--- src/rtl/count_seq_pkg.sv ---
// Shared types and defaults for the count_seq_ctrl sequencer.
// Holds the FSM state encoding and default datapath widths.
package count_seq_pkg;

   localparam int WIDTH_DEF = 12;
   localparam int PRE_W_DEF = 8;

   typedef enum logic [1:0] {
      IDLE = 2'b00,
      ARM  = 2'b01,
      RUN  = 2'b10,
      HOLD = 2'b11
   } state_e;

endpackage

--- src/rtl/count_core.sv ---
// Counter register with sync clear, load and enable.
// Ports: clk_i, rst_ni, clr_i, load_i, load_val_i, en_i, [dec_i], count_o.
// Macro COUNT_SEQ_CTRL_DOWN_EN adds dec_i (decrement on enable).
module count_core
   import count_seq_pkg::*;
#(
   parameter int WIDTH = WIDTH_DEF
) (
   input  logic             clk_i,
   input  logic             rst_ni,
   input  logic             clr_i,
   input  logic             load_i,
   input  logic [WIDTH-1:0] load_val_i,
   input  logic             en_i,
`ifdef COUNT_SEQ_CTRL_DOWN_EN
   input  logic             dec_i,
`endif
   output logic [WIDTH-1:0] count_o
);

   logic [WIDTH-1:0] count_q, count_d;

   always_comb begin
      count_d = count_q;
      if (clr_i) begin
         count_d = '0;
      end else if (load_i) begin
         count_d = load_val_i;
      end else if (en_i) begin
`ifdef COUNT_SEQ_CTRL_DOWN_EN
         count_d = dec_i ? count_q - 1'b1 : count_q + 1'b1;
`else
         count_d = count_q + 1'b1;
`endif
      end
   end

   always_ff @(posedge clk_i or negedge rst_ni) begin
      if (!rst_ni) count_q <= '0;
      else         count_q <= count_d;
   end

   assign count_o = count_q;

endmodule

--- src/rtl/count_seq_ctrl.sv ---
// Sequencer for the event counter: arm, prescale, pause, stop, terminal.
// Ports: CLK, RST(async low), START, STOP, PAUSE, PERIODIC, LIMIT,
// PRESCALE, [DIR], COUNT, BUSY, DONE. Macro COUNT_SEQ_CTRL_DOWN_EN
// enables down-counting via DIR.
module count_seq_ctrl
   import count_seq_pkg::*;
#(
   parameter int WIDTH = WIDTH_DEF,
   parameter int PRE_W = PRE_W_DEF
) (
   input  logic             CLK,
   input  logic             RST,
   input  logic             START,
   input  logic             STOP,
   input  logic             PAUSE,
   input  logic             PERIODIC,
   input  logic [WIDTH-1:0] LIMIT,
   input  logic [PRE_W-1:0] PRESCALE,
`ifdef COUNT_SEQ_CTRL_DOWN_EN
   input  logic             DIR,
`endif
   output logic [WIDTH-1:0] COUNT,
   output logic             BUSY,
   output logic             DONE
);

   state_e           state_q, state_d;
   logic [PRE_W-1:0] presc_q, presc_d;
   logic [PRE_W-1:0] pre_q, pre_d;
   logic [WIDTH-1:0] lim_q, lim_d;
   logic             per_q, per_d;
   logic             done_q, done_d;

   logic             clr, load, en;
   logic [WIDTH-1:0] load_val;
   logic [WIDTH-1:0] term_val;
   logic             tick, at_term;

`ifdef COUNT_SEQ_CTRL_DOWN_EN
   logic dir_q, dir_d;
   assign term_val = dir_q ? '0 : lim_q;
`else
   assign term_val = lim_q;
`endif

   assign tick    = (presc_q == pre_q);
   assign at_term = (COUNT == term_val);

   always_comb begin
      state_d  = state_q;
      presc_d  = presc_q;
      pre_d    = pre_q;
      lim_d    = lim_q;
      per_d    = per_q;
      done_d   = 1'b0;
      clr      = 1'b0;
      load     = 1'b0;
      en       = 1'b0;
      load_val = lim_q;
`ifdef COUNT_SEQ_CTRL_DOWN_EN
      dir_d    = dir_q;
`endif
      if (STOP) begin
         state_d = IDLE;
      end else begin
         unique case (state_q)
            IDLE: begin
               if (START && (LIMIT != '0)) begin
                  lim_d   = LIMIT;
                  pre_d   = PRESCALE;
                  per_d   = PERIODIC;
                  state_d = ARM;
`ifdef COUNT_SEQ_CTRL_DOWN_EN
                  dir_d    = DIR;
                  load_val = LIMIT;
                  load     = DIR;
                  clr      = !DIR;
`else
                  clr      = 1'b1;
`endif
               end
            end
            ARM: begin
               presc_d = '0;
               state_d = RUN;
            end
            RUN, HOLD: begin
               state_d = PAUSE ? HOLD : RUN;
               // A terminal tick in RUN wins over a same-cycle PAUSE.
               if (!PAUSE || (state_q == RUN && tick && at_term)) begin
                  presc_d = tick ? '0 : presc_q + 1'b1;
                  if (tick && at_term) begin
                     done_d = 1'b1;
                     if (!per_q) begin
                        state_d = IDLE;
                     end else begin
`ifdef COUNT_SEQ_CTRL_DOWN_EN
                        load = dir_q;
                        clr  = !dir_q;
`else
                        clr  = 1'b1;
`endif
                     end
                  end else if (tick) begin
                     en = 1'b1;
                  end
               end
            end
         endcase
      end
   end

   always_ff @(posedge CLK or negedge RST) begin
      if (!RST) begin
         state_q <= IDLE;
         presc_q <= '0;
         pre_q   <= '0;
         lim_q   <= '0;
         per_q   <= 1'b0;
         done_q  <= 1'b0;
      end else begin
         state_q <= state_d;
         presc_q <= presc_d;
         pre_q   <= pre_d;
         lim_q   <= lim_d;
         per_q   <= per_d;
         done_q  <= done_d;
      end
   end

`ifdef COUNT_SEQ_CTRL_DOWN_EN
   always_ff @(posedge CLK or negedge RST) begin
      if (!RST) dir_q <= 1'b0;
      else      dir_q <= dir_d;
   end
`endif

   count_core #(
      .WIDTH(WIDTH)
   ) u_core (
      .clk_i      (CLK),
      .rst_ni     (RST),
      .clr_i      (clr),
      .load_i     (load),
      .load_val_i (load_val),
      .en_i       (en),
`ifdef COUNT_SEQ_CTRL_DOWN_EN
      .dec_i      (dir_q),
`endif
      .count_o    (COUNT)
   );

   assign BUSY = (state_q != IDLE);
   assign DONE = done_q;

endmodule

--- config.mk ---
export PLATFORM = sky130hd
export DESIGN_NAME = count_seq_ctrl
export DESIGN_NICKNAME = d
export VERILOG_FILES = /design/src/rtl/count_seq_pkg.sv /design/src/rtl/count_core.sv /design/src/rtl/count_seq_ctrl.sv
export SDC_FILE = /design/constraint.sdc
export NUM_CORES = 1
export LEC_CHECK = 0
export CORE_MARGIN = 5
export CORE_UTILIZATION = 45
export DETAILED_ROUTE_END_ITERATION = 8
export GPL_ROUTABILITY_DRIVEN = 0
export PLACE_DENSITY_LB_ADDON = 0.12
export SYNTH_ARGS = -nofsm -noshare
export SYNTH_HDL_FRONTEND = slang
export SYNTH_SLANG_ARGS = --single-unit
--- constraint.sdc ---
create_clock -name CLK -period 2.4 [get_ports CLK]
set_input_delay 0.48 -clock CLK [delete_from_list [all_inputs] [get_ports CLK]]
set_output_delay 0.48 -clock CLK [all_outputs]
set_load 0.02 [all_outputs]
# [Yosys cells after proc, flatten, opt, wreduce, memory -nomap -nowiden]
# Cells that the tools add are included.
[word_totals] regBits=44 latchBits=0 ram_bits=0 romBits=0 in_bits=26 out_inout_bits=14 wordCells=58 n_memories=0
[op_classes] add_sub_neg=2 multipliers=0 n_div=0 order_cmp=0 eq_ne=7 n_shift=0 muxes=27 n_bitwise=1 n_reduce_logical=14
[op_table] op="2-to-1 mux 12 bit" count=2
[op_table] op="2-to-1 mux 8 bit" count=2
[op_table] op="case mux 8 bit (2 select lines)" count=1
[op_table] op="2-to-1 mux 1 bit" count=15
[op_table] op="adder 12 x 1 -> 12 bit (second input constant)" count=1
[op_table] op="== test 12 bit" count=1
[op_table] op="nonzero test 12 bit" count=1
[op_table] op="2-to-1 mux 2 bit" count=5
[op_table] op="adder 8 x 1 -> 8 bit (second input constant)" count=1
[op_table] op="== test 8 bit" count=1
[op_table] op="case mux 2 bit (3 select lines)" count=1
[op_table] op="AND reduction 3 bit" count=2
[op_table] op="nonzero test 2 bit" count=3
[op_table] op="== test 2 bit (second input constant)" count=2
[op_table] op="logical AND 1 bit" count=4
[op_table] op="inequality test 3 bit (second input constant)" count=1
[op_table] op="== test 2 x 1 -> 1 bit (second input constant)" count=1
[op_table] op="logical NOT 2 bit" count=1
[op_table] op="inequality test 2 bit (second input constant)" count=1
[op_table] op="case mux 1 bit (2 select lines)" count=1
[op_table] op="OR reduction 2 bit" count=1
[op_table] op="logical NOT 1 bit" count=1
[op_table] op="logical OR 1 bit" count=1
[op_table] op="NOT 1 bit" count=1

# [Logic depth before layout (Yosys ltp)]
[logic_depth] ltp_word=9 mapped_depth=8 ltp_nobuf=6

# [Hierarchy]
# From an unflattened synthesis, not the netlist that was laid out.
[unflattened] cells_unflattened=240 area_unflattened_um2=2539.9
[by_module_without_submodules] module="count_seq_ctrl" instances=1 cells_each=160 area_each_um2=1785.5 seq_area_each_um2=800.8
[by_module_without_submodules] module="count_core" instances=1 cells_each=80 area_each_um2=754.5 seq_area_each_um2=300.3

# [Worst setup path after synthesis]
# OpenSTA, ideal clock, no wires.
[synth_timing] path_type="register to register" start="reg state_q[1]" end="reg lim_q[0]" arrival_ps=1811 setup_slack_ps=464 stages_incl_launch_ff=8 period_less_slack_ps=1936 path_cell_list="dfrtp_1 buf_2 nor2_1 inv_1 a311oi_1 and2b_1 buf_4 mux2_2"
[synth_between] elab_chain_cells=2
[synth_rtl] element="start: declaration" line_no="count_seq_ctrl.sv:27" text="state_e state_q, state_d;"
[synth_rtl] element="start signal: assignment" line_no="count_seq_ctrl.sv:122" text="state_q <= state_d;"
[synth_rtl] element="logical NOT 2 bit" line_no="count_seq_ctrl.sv:66" text="unique case (state_q)"
[synth_rtl] element="AND reduction 3 bit (no source line)"
[synth_rtl] element="end signal: assignment" line_no="count_seq_ctrl.sv:125" text="lim_q <= lim_d;"
[synth_rtl] element="end: declaration" line_no="count_seq_ctrl.sv:30" text="logic [WIDTH-1:0] lim_q, lim_d;"
# Every way passes these cells.
# A chain may end at the register's enable or synchronous reset.

# [Final worst setup path]
[layout_timing] start="reg presc_q[5]" end="reg presc_q[3]"
[layout_between] elab_chain_cells=6
[layout_rtl] element="start: declaration" line_no="count_seq_ctrl.sv:28" text="logic [PRE_W-1:0] presc_q, presc_d;"
[layout_rtl] element="start signal: assignment" line_no="count_seq_ctrl.sv:123" text="presc_q <= presc_d;"
[layout_rtl] element="== test 8 bit (*)" line_no="count_seq_ctrl.sv:46" text="assign tick = (presc_q == pre_q);"
[layout_rtl] element="logical AND 1 bit (2 in series)" line_no="count_seq_ctrl.sv:90" text="if (!PAUSE || (state_q == RUN && tick && at_term)) begin"
[layout_rtl] element="logical OR 1 bit" line_no="count_seq_ctrl.sv:90"
[layout_rtl] element="inequality test 2 bit (no source line)"
[layout_rtl] element="AND reduction 3 bit (no source line)"
# Mark *: on every way between the ends. The rest lies on a longest branch, timed or not. The select of a mux whose other input is x is not followed.

==> summary.md <==
| Metric | Value |
|---|---|
| Clk_skew | `0.00864 ns` |
| Global-route wire length before repair | `9270 um` |
| Post-route setup slack | `0.254 ns` |
| Area growth from synthesis to layout | `26.3%` |
| Clock transition at path regs | `0.09 ns` |
| Post-synth EDFFs | `0` |
| Clock group share of total power | `27.7%` |
| Max_cap viols | `0` |
| Final Setup Violations | `0` |
| Top area cells in the synthesized netlist | `dfrtp_1 45%, mux2_2 8.8%, xor2_1 7.2%, o31ai_1 3.4%, a21oi_1 3.1%` |
| Combinational power share | `23.7%` |
| Worst setup SP type | `register` |
| # hold bufs at CTS | `0` |
| Core box area | `5170 um2` |
| DP Worst Slack | `0.0688 ns` |
| DR vias | `1992` |
| Status | `complete, no violations` |
| Maximum clock insertion buffer count | `2` |
| P_leak | `1.26 nW` |
| Headroom to the max-slew limit | `57.5%` |
| Height of the die | `83.4 um` |
| Worst Hold Class | `input pin to asynchronous set/reset pin` |
| Crit. End Element | `register` |
| CTS root buf | `clkbuf_8` |
| Gr usage total | `16.4%` |
| Max VDD drop | `0.000369 V` |
| Async SR Flop Fraction | `100%` |
| Layout Nets | `305` |
| Switching share of power | `29.3%` |
| Post-Place Cells | `340` |
| Biggest area consumer among synthesized cells | `dfrtp_1` |
| Minimum clock period after layout | `2.15 ns` |
| DRT Wirelength | `5590 um` |
| DPL Wire Length | `4210 um` |
| Fmax | `0.466 GHz` |
| Mean area per synthesized cell | `10.7 um2` |
| Vias in the first global route | `1844` |
| Power density cells | `659 nW/um2` |
| Vias per cell | `5.72` |
| Num CTS Buffers | `5` |
| Sequential area share after synthesis | `45.5%` |
| Endpoint arrival time on the critical path | `2.32 ns` |
| Fin. Hold Viols | `0` |
| Antenna cells | `0` |
| Cell count after synthesis | `226` |
| Final worst-path cycle share | `89.4%` |
| RSZ-0062 raised after global routing | `false` |
| CTS tree | `built` |
| Type of the worst setup path | `register to register` |
| First-pass DRT Iterations | `4` |
| Reg power frac | `48.6%` |
| H-tree levels | `2` |
| Initial antenna violation count | `0` |
| DRT iter0 DRCs | `164` |
| Power Total | `2.02 mW` |
| Die width | `83.4 um` |
| Worst-skew pair later-pin latency | `0.30 ns` |
| Rows | `26` |
| CTS resizes | `0` |
| P_int | `1.43 mW` |
| Post-CTS Setup Inserts | `0` |
| Setup TNS | `0 ns` |
| Grt total ovfl | `0` |
| Largest net degree at the start of global routing | `29` |
| I/O pins | `40` |
| Seq cells post-synth | `44` |
| Die area | `6950 um2` |
| CTS Sinks | `44` |
| Layout cell share with drive strength beyond 1 | `20.5%` |
| P_sw | `0.590 mW` |
| Yosys warning total | `0` |
| Synth cell types | `41` |
| Top_reg_cell synth | `dfrtp_1` |
| Routed Antenna Nets | `0` |
| Required time worst endpoint | `2.57 ns` |
| # DRC | `0` |
| Slew Limit Fails | `0` |
| Synth top area share | `45.5%` |
| Post-route insts no fill | `348` |
| Mapped cell area | `2420 um2` |
| Worst-margin pin slew | `0.637 ns` |
| Starting Density | `46.8%` |
| WL per Instance | `16.1 um` |
| Syn_nets | `254` |
| IO buf count | `39` |
| Worst-path maximum fanout | `17` |
[power by group through the flow]
stage                     Combinational, mW  Sequential (mW)  Clock [mW]
after floorplan                       0.350            0.964           0
final                                 0.478            0.981       0.558
after CTS                             0.482            0.981       0.576
after global routing                  0.526            0.999       0.617
after global placement                0.473            0.993           0
after detailed placement              0.482            0.995           0
[worst max-delay path, cell delays in order, from the launching register on]
cell      delay [ns]
dfrtp_1         0.45
xor2_1          0.19
nor4_4          0.42
nand2_2         0.30
buf_4           0.27
o311ai_1        0.26
o211ai_1        0.12
[logic make-up (layout without fill, tap and decap cells)]
family	count (synthesis)	in the layout	share of synthesized area, %
and+or+nand+nor	69	69	19.1
AOI/OAI and AO/OA	50	50	13.6
DFF	44	44	45.5
buffers and inverters	21	73	4.34
xor gates and xnor gates	20	20	7.23
muxes	20	20	9.30
adders and majority gates	2	2	1.03
[worst paths after layout]
| check | slack (ns) | end | start | cells past startpoint |
|---|---|---|---|---|
| max | 0.25 | presc_q[3] | presc_q[5] | 6 |
| min | 0.19 | u_core.count_o[3] | RST | 1 |
| max reg2reg | 0.25 | presc_q[3] | presc_q[5] | 6 |
| min reg2reg | 0.53 | pre_q[5] | pre_q[5] | 1 |
| max in group asynchronous | 1.62 | presc_q[1] | RST | 2 |
| min in group CLK | 0.53 | pre_q[5] | pre_q[5] | 1 |
[cells in the mapped netlist, types with 2 or more instances]
cell,instances
inv_1,9
a21oi_2,3
and3_1,5
clkbuf_1,3
ha_1,2
or4_4,3
dfrtp_1,44
mux2_2,19
buf_4,2
buf_2,3
o21ai_0,4
o31ai_1,11
nor4_1,6
buf_6,2
nand2_1,5
o31a_1,2
a311oi_1,3
nand4_1,6
or3_1,2
a21oi_1,15
nor4_4,2
and2_1,3
or4_1,7
nand3_1,10
xor2_1,20
nand3b_1,4
a31oi_1,9
buf_1,2
nor2_1,7
nand2b_1,2
[state kept, by name (all words and copies together), names as in the netlist]
signal / flops
presc_q: 8
lim_q: 12
state_q: 2
u_core.count_o: 12
per_q: 1
DONE: 1
pre_q: 8
[stage by stage]
stage	instance area [um2]	hold slack (ns)	util, %
2_1_floorplan	2420	0.184	-
3_3_place_gp	2950	0.511	57.1
3_5_place_dp	2950	0.517	57.1
4_1_cts	3060	0.208	59.1
5_1_grt	3060	0.235	59.1
6_report	3060	0.192	59.1
[routing by layer]
metal | vias to the layer above | wire [um] | global-route usage, %
met5 | - | 0 | 0
met4 | 0 | 33 | 3.57
met3 | 4 | 324 | 3.96
met2 | 57 | 2490 | 25.2
met1 | 982 | 2740 | 23.4
li1 | 949 | - | -
[cell usage in the layout (no fill, tap or decap), types with 2 or more instances in the layout]
master,count
o21ai_0,4
or4_1,7
xor2_1,20
o31a_1,2
inv_1,9
nand4_1,6
and2_1,3
buf_4,17
nand3b_1,4
nor2_1,7
clkbuf_8,5
ha_1,2
dfrtp_1,44
nand3_1,10
clkdlybuf4s50_1,38
a311oi_1,3
nand2_1,5
a21oi_1,15
a31oi_1,9
mux2_2,19
nand2b_1,2
o31ai_1,11
nor4_1,6
or4_4,3
and3_1,5
a21oi_2,3
or3_1,2
nor4_4,2
[layout make-up]
type                            count  area (um2)
Clock buffer                        6        72.6
Clock inverter                      2        35.0
Fill cell                         449        2110
Inverter                            9        33.8
Multi-Input combinational cell    161        1220
Sequential cell                    44        1100
Tap cell                           70        87.6
Timing Repair Buffer               56         513
No activity file was read; power rests on OpenSTA's default activity.
